[src/rtl/usb_xact_engine.sv]
// Host-side USB transaction engine: runs one IN or OUT transaction per request
// (token, data, handshake) with DATA0/1 toggle tracking, STALL detection and full retry.
module usb_xact_engine #(
    parameter int DATA_W      = 64,
    parameter int MAX_RETRY   = 8,
    parameter int TIMEOUT_LEN = 255,
    parameter int CNT_W       = 8
) (
    input  logic              clk,
    input  logic              rst_b,
    input  logic              xact_start,
    input  logic              xact_dir,
    input  logic [18:0]       token_in,
    input  logic [DATA_W-1:0] wr_data,
    input  logic              toggle_clr,
    output logic              busy,
    output logic              done,
    output logic              success,
    output logic              stalled,
    output logic [CNT_W-1:0]  attempts,
    output logic [DATA_W-1:0] rd_data,
    output logic              rd_valid,
    output logic              enc_valid,
    input  logic              enc_ready,
    output logic [7:0]        enc_pid,
    output logic [18:0]       enc_token,
    output logic [DATA_W-1:0] enc_payload,
    input  logic              dec_valid,
    input  logic              dec_corrupt,
    input  logic [7:0]        dec_pid,
    input  logic [DATA_W-1:0] dec_payload
);

    localparam logic [7:0] PID_OUT   = 8'hE1;
    localparam logic [7:0] PID_IN    = 8'h69;
    localparam logic [7:0] PID_DATA0 = 8'hC3;
    localparam logic [7:0] PID_DATA1 = 8'h4B;
    localparam logic [7:0] PID_ACK   = 8'hD2;
    localparam logic [7:0] PID_STALL = 8'h1E;

    localparam logic [2:0] S_IDLE      = 3'd0;
    localparam logic [2:0] S_TOKEN     = 3'd1;
    localparam logic [2:0] S_DATA_TX   = 3'd2;
    localparam logic [2:0] S_WAIT_HS   = 3'd3;
    localparam logic [2:0] S_WAIT_DATA = 3'd4;
    localparam logic [2:0] S_HS_TX     = 3'd5;
    localparam logic [2:0] S_DONE      = 3'd6;

    localparam logic [CNT_W-1:0] MAX_ATT  = CNT_W'(MAX_RETRY);
    localparam logic [CNT_W-1:0] TMO_LAST = CNT_W'(TIMEOUT_LEN - 1);

    logic [2:0]        state_reg, state_next;
    logic              dir_reg, dir_next;
    logic [18:0]       token_reg, token_next;
    logic [DATA_W-1:0] data_reg, data_next;
    logic              out_tog_reg, out_tog_next;
    logic              in_tog_reg, in_tog_next;
    logic [CNT_W-1:0]  attempts_reg, attempts_next;
    logic [CNT_W-1:0]  tmo_reg, tmo_next;
    logic              success_reg, success_next;
    logic              stalled_reg, stalled_next;
    logic              dup_reg, dup_next;
    logic [DATA_W-1:0] rd_data_reg, rd_data_next;
    logic              rd_valid_reg, rd_valid_next;

    logic enc_hs;
    logic attempt_fail;
    logic finish;
    logic fin_success;
    logic fin_stalled;

    assign enc_hs = enc_valid && enc_ready;

    always_comb begin
        state_next    = state_reg;
        dir_next      = dir_reg;
        token_next    = token_reg;
        data_next     = data_reg;
        out_tog_next  = out_tog_reg;
        in_tog_next   = in_tog_reg;
        attempts_next = attempts_reg;
        tmo_next      = tmo_reg;
        success_next  = success_reg;
        stalled_next  = stalled_reg;
        dup_next      = dup_reg;
        rd_data_next  = rd_data_reg;
        rd_valid_next = 1'b0;
        attempt_fail  = 1'b0;
        finish        = 1'b0;
        fin_success   = 1'b0;
        fin_stalled   = 1'b0;

        case (state_reg)
            S_IDLE: begin
                if (toggle_clr) begin
                    out_tog_next = 1'b0;
                    in_tog_next  = 1'b0;
                end
                if (xact_start) begin
                    dir_next      = xact_dir;
                    token_next    = token_in;
                    data_next     = wr_data;
                    attempts_next = '0;
                    state_next    = S_TOKEN;
                end
            end
            S_TOKEN: begin
                if (enc_hs) begin
                    attempts_next = attempts_reg + 1'b1;
                    tmo_next      = '0;
                    state_next    = dir_reg ? S_WAIT_DATA : S_DATA_TX;
                end
            end
            S_DATA_TX: begin
                if (enc_hs) begin
                    tmo_next   = '0;
                    state_next = S_WAIT_HS;
                end
            end
            S_WAIT_HS: begin
                // A response in the same cycle as the timeout takes priority.
                if (dec_valid) begin
                    if (!dec_corrupt && dec_pid == PID_ACK) begin
                        out_tog_next = ~out_tog_reg;
                        finish       = 1'b1;
                        fin_success  = 1'b1;
                    end else if (!dec_corrupt && dec_pid == PID_STALL) begin
                        finish      = 1'b1;
                        fin_stalled = 1'b1;
                    end else begin
                        attempt_fail = 1'b1;
                    end
                end else if (tmo_reg == TMO_LAST) begin
                    attempt_fail = 1'b1;
                end else begin
                    tmo_next = tmo_reg + 1'b1;
                end
            end
            S_WAIT_DATA: begin
                // Corrupt packets fall through so the timeout keeps running.
                if (dec_valid && !dec_corrupt) begin
                    if (dec_pid == PID_DATA0 || dec_pid == PID_DATA1) begin
                        state_next = S_HS_TX;
                        if ((dec_pid == PID_DATA1) == in_tog_reg) begin
                            rd_data_next  = dec_payload;
                            rd_valid_next = 1'b1;
                            in_tog_next   = ~in_tog_reg;
                            dup_next      = 1'b0;
                        end else begin
                            dup_next = 1'b1;
                        end
                    end else if (dec_pid == PID_STALL) begin
                        finish      = 1'b1;
                        fin_stalled = 1'b1;
                    end else begin
                        attempt_fail = 1'b1;
                    end
                end else if (tmo_reg == TMO_LAST) begin
                    attempt_fail = 1'b1;
                end else begin
                    tmo_next = tmo_reg + 1'b1;
                end
            end
            S_HS_TX: begin
                if (enc_hs) begin
                    if (dup_reg) begin
                        attempt_fail = 1'b1;
                    end else begin
                        finish      = 1'b1;
                        fin_success = 1'b1;
                    end
                end
            end
            S_DONE: begin
                state_next = S_IDLE;
            end
            default: begin
                state_next = S_IDLE;
            end
        endcase

        if (attempt_fail) begin
            if (attempts_reg < MAX_ATT) begin
                state_next = S_TOKEN;
            end else begin
                finish = 1'b1;
            end
        end
        if (finish) begin
            state_next   = S_DONE;
            success_next = fin_success;
            stalled_next = fin_stalled;
        end
    end

    always_ff @(posedge clk or negedge rst_b) begin
        if (!rst_b) begin
            state_reg    <= S_IDLE;
            dir_reg      <= 1'b0;
            token_reg    <= '0;
            data_reg     <= '0;
            out_tog_reg  <= 1'b0;
            in_tog_reg   <= 1'b0;
            attempts_reg <= '0;
            tmo_reg      <= '0;
            success_reg  <= 1'b0;
            stalled_reg  <= 1'b0;
            dup_reg      <= 1'b0;
            rd_data_reg  <= '0;
            rd_valid_reg <= 1'b0;
        end else begin
            state_reg    <= state_next;
            dir_reg      <= dir_next;
            token_reg    <= token_next;
            data_reg     <= data_next;
            out_tog_reg  <= out_tog_next;
            in_tog_reg   <= in_tog_next;
            attempts_reg <= attempts_next;
            tmo_reg      <= tmo_next;
            success_reg  <= success_next;
            stalled_reg  <= stalled_next;
            dup_reg      <= dup_next;
            rd_data_reg  <= rd_data_next;
            rd_valid_reg <= rd_valid_next;
        end
    end

    assign busy     = (state_reg != S_IDLE);
    assign done     = (state_reg == S_DONE);
    assign success  = done && success_reg;
    assign stalled  = done && stalled_reg;
    assign attempts = attempts_reg;
    assign rd_data  = rd_data_reg;
    assign rd_valid = rd_valid_reg;

    // Encoder fields depend only on registered state, so they hold while stalled by enc_ready.
    assign enc_valid   = (state_reg == S_TOKEN) || (state_reg == S_DATA_TX) || (state_reg == S_HS_TX);
    assign enc_token   = (state_reg == S_TOKEN) ? token_reg : '0;
    assign enc_payload = (state_reg == S_DATA_TX) ? data_reg : '0;

    always_comb begin
        enc_pid = 8'h00;
        case (state_reg)
            S_TOKEN:   enc_pid = dir_reg ? PID_IN : PID_OUT;
            S_DATA_TX: enc_pid = out_tog_reg ? PID_DATA1 : PID_DATA0;
            S_HS_TX:   enc_pid = PID_ACK;
            default:   enc_pid = 8'h00;
        endcase
    end

endmodule

[config.mk]
export PLATFORM = sky130hd
export DESIGN_NAME = usb_xact_engine
export DESIGN_NICKNAME = d
export VERILOG_FILES = /design/src/rtl/usb_xact_engine.sv
export SDC_FILE = /design/constraint.sdc
export NUM_CORES = 1
export LEC_CHECK = 0
export CAP_MARGIN = 40
export CORE_UTILIZATION = 30
export CTS_CLUSTER_DIAMETER = 80
export DETAILED_ROUTE_END_ITERATION = 16
export SYNTH_ARGS = -nofsm -noshare
export SYNTH_HDL_FRONTEND = slang
export SYNTH_SLANG_ARGS = --single-unit
export TNS_END_PERCENT = 1
[constraint.sdc]
create_clock -name clk -period 2.5 [get_ports clk]
set_clock_uncertainty 0.15 [all_clocks]
set_input_delay 0.5 -clock clk [delete_from_list [all_inputs] [get_ports clk]]
set_output_delay 0.5 -clock clk [all_outputs]
set_load 0.02 [all_outputs]
==> flow_summary_export.csv <==
group,metric,value,unit
routing,vias_per_cell,4.77,
timing,finalHoldViolCount,0,
run_status,outcome,"finished with violations",
timing,period_needed,2540,ps
setup_path,crit_chain,"or4b_4 -> or4_4 -> a21oi_4 -> buf_12 -> buf_12 -> mux2_1",
setup_path,critPathRequiredTime,2660,ps
timing,fin_crit_sh,1.02,
setup_path,worst_setup_path_end_kind,"flip-flop",
grt,grtUsageMet2,0.291,
die,rows,58,
worst_hold_path,worstHoldPathType,"flip-flop to flip-flop",
synthesis,netlist_instances,628,
synthesis,synth-xor-area-share,0.00781,
synthesis,synth_flop_cell,"dfrtp_1",
timing,setup_violations,27,
pwr,power.density,909,nW/um^2
run_status,violations,"setup timing",
pwr,vdd_drop_max,0.586,mV
synthesis,synth_top_area_frac,0.551,
routing,drtAntennaViolNets,0,
clocking,htree_levels,4,
pwr,p_sw_frac,0.361,
placement,io_buffers,330,
die,coreArea,25400,sq um
synthesis,syn_nets,794,
final_layout,syn_to_final_growth,61.3,%
setup_path,cpPeakStageDelay,550,ps
timing,drv_slew,0,
grt,met3_usage,0.0616,
placement,place_hpwl,17700,microns
pwr,leakagePower,5.87,nW
grt,grt_first_pass_wirelength,36800,microns
synthesis,synth_area,7850,sq um
synthesis,synth_commonest_cells,"dfrtp_1 (173), mux2_2 (120), and3_1 (87)",
routing,routed_wl,24400,microns
die,die_w,164,microns
die,die-height,164,microns
setup_path,r2r_cells,6,
timing,tightest_slew,477,ps
grt,grt_pass1_vias,6444,
setup_path,r2r-start,"state_reg[1]$_DFF_PN0_",
clocking,cts_buffers,17,
synthesis,synth_top_family_by_area,"multiplexers",
timing,rsz0062_at_grt,"yes",
synthesis,yosysMostFrequentCell,"dfrtp_1",
job,maxCapViolCount,0,
timing,fin_ws,-40.9,ps
worst_hold_path,hold_end,"rd_data[60]$_DFFE_PN0P_",
final_layout,nets,1169,
pwr,p_clk_frac,0.225,
setup_path,crit_path_top_delay_cell,"or4b_4",
synthesis,synth-simple-area-share,0.136,
placement,gp_congestion,0.815,
grt,gr-total-overflow,0,
routing,dr_total_vias,6415,
synthesis,synth_top_area_cell,"dfrtp_1",
worst_hold_path,min-delay-start,"rd_data[60]$_DFFE_PN0P_",
placement,pre_cts_ws,-550,ps
grt,grt_antenna_before_repair,0,
pwr,p_int,7.36,mW
synthesis,synth-seq-cells,173,
setup_path,reg2reg_slack,-40,ps
setup_path,worst-path-max-fanout,16,
setup_path,rr_endpoint,"rd_data[6]$_DFFE_PN0P_",
timing,slew_headroom,0.674,
routing,drt_pass1_iterations,4,
routing,drc,0,
grt,grt_busiest_layer,"met2",
synthesis,synth_fa_ha_area_frac,0.00478,
final_layout,drive_gt1_frac,0.348,
final_layout,final_cell_area,12700,sq um
clocking,clk_pin_slew,80,ps
grt,grt.total_usage,0.180,
routing,dr.first_iter.drc_count,346,
synthesis,yosys-mux-area-fraction,0.219,
synthesis,ys_warn_count,0,
die,io-pin-count,332,
setup_path,worstSetupStartpointType,"flip-flop",
final_layout,n_antenna_cell,0,
clocking,cts_sinks,173,
clocking,cts_tree,"built",
die,die_area,26800,sq um
clocking,clkLatencyLatePin,420,ps
pwr,power.switching,4.16,mW
synthesis,synth_edf_count,0,
synthesis,yosys-top-cells-area,"dfrtp_1 (55%), mux2_2 (17%), and3_1 (6.9%), mux2_1 (4.3%), clkbuf_1 (1.5%)",
placement,dpl_cell_area,12000,sq um
synthesis,seq_area_frac_synth,0.551,
clocking,cts_max_path_buffers,2,
synthesis,synthArstFlopShare,1.00,
timing,fmax,0.394,GHz
worst_hold_path,hold_depth,1,
pwr,pwr-share-seq,0.344,
synthesis,synth_area_per_cell,12.5,sq um
clocking,cts_root_buf,"clkbuf_16",
synthesis,synth_compound_area_frac,0.0478,
setup_path,crit_type,"flip-flop to flip-flop",
setup_path,cp.arrival,2700,ps
routing,wl_per_cell,18.1,microns
synthesis,synth_cell_types,56,
die,start_util,0.309,
pwr,p_comb_frac,0.431,
grt,grt.met1_usage,0.226,
setup_path,crit_top_cell,"buf_12",
grt,grt_max_degree,50,
==> cells by family after synthesis <==
kind of cell	Yosys count
simple gates	182
buf+inv	53
xor+xnor	7
fa+ha+maj	3
mux	153
flops	173
compound gates	56
other cells	1
==> per-layer routing <==
metal / routed length (microns) / share of wire
met3: 2200 / 0.090
met2: 11500 / 0.47
met4: 322 / 0.013
met1: 10400 / 0.43
met5: 0 / 0
==> layout by cell type, fill, tap and decap left out, types with 4 or more instances in the layout <==
cell | Yosys | layout
nand3_1 | 8 | 8
inv_8 | 0 | 4
clkbuf_2 | 0 | 9
buf_4 | 4 | 96
nand2_1 | 17 | 17
a32o_1 | 4 | 4
buf_6 | 4 | 17
inv_6 | 0 | 6
and3_1 | 87 | 87
a21oi_1 | 8 | 8
xor2_1 | 5 | 5
nor2_1 | 26 | 25
o21ai_0 | 20 | 19
dfrtp_1 | 173 | 173
nor3_1 | 6 | 6
nand4_1 | 5 | 5
mux2_1 | 30 | 9
buf_2 | 7 | 9
inv_1 | 6 | 5
clkdlybuf4s15_2 | 0 | 21
mux2_4 | 0 | 38
buf_12 | 0 | 14
clkdlybuf4s50_1 | 0 | 232
mux2_2 | 120 | 103
clkbuf_16 | 0 | 17
==> layout make-up <==
class / instances / area (sq um)
clock buffer: 18 / 429
clock inverter: 13 / 121
fill: 2340 / 12700
inverter: 6 / 25.0
multi-input combinational: 402 / 3440
sequential: 173 / 4330
tap: 330 / 413
timing repair buffer: 403 / 3910
==> timing repair <==
| item | 4_1_cts | 5_1_grt |
|---|---|---|
| pin swaps | 0 | 0 |
| gates resized for setup | 326 | 140 |
| setup buffers | 4 | 1 |
| gates cloned | 1 | 0 |
| hold buffers | 1 | 0 |
| endpoints found under the setup margin | 154 | 152 |
| endpoints found under the hold margin | 44 | 0 |
==> power by group through the flow <==
stage	Combinational, mW	Sequential [mW]	Clock [mW]
finish	4.97	3.96	2.59
global route	5.36	4.08	2.79
CTS	4.94	3.97	2.69
detailed placement	5.11	4.02	0
global placement	5.06	3.98	0
floorplan	2.78	3.92	0
==> through the flow <==
step,hold slack [ps],power (mW),instances,utilization,setup TNS [ps]
after global routing,359,12.2,1345,0.499,-5660
final,338,11.5,1345,0.499,-444
after CTS,340,11.6,1344,0.491,-5530
after floorplan,54.4,6.70,628,-,0
after detailed placement,324,9.13,1307,0.473,-37270
after global placement,318,9.04,1307,0.473,-34500
==> critical path: cells and delay by family (launching register included) <==
| family | cells | cell delay, ps |
|---|---|---|
| muxes | 1 | 320 |
| AOI/OAI and AO/OA | 1 | 150 |
| and+or+nand+nor | 2 | 1020 |
| DFF | 1 | 400 |
| buffers and inverters | 2 | 360 |
==> worst max path at each step <==
stage	slack (ps)	startpoint	to	depth (start not counted)
floorplan	20	dec_corrupt	rd_data[0]$_DFFE_PN0P_	6
finish	-40	state_reg[1]$_DFF_PN0_	rd_data[6]$_DFFE_PN0P_	6
CTS	-100	state_reg[0]$_DFF_PN0_	enc_pid[1]	7
detailed placement	-550	dec_valid	rd_data[2]$_DFFE_PN0P_	7
global route	-130	state_reg[0]$_DFF_PN0_	enc_payload[18]	6
global placement	-510	dec_valid	rd_data[60]$_DFFE_PN0P_	7
(Power assumes the default switching activity.)
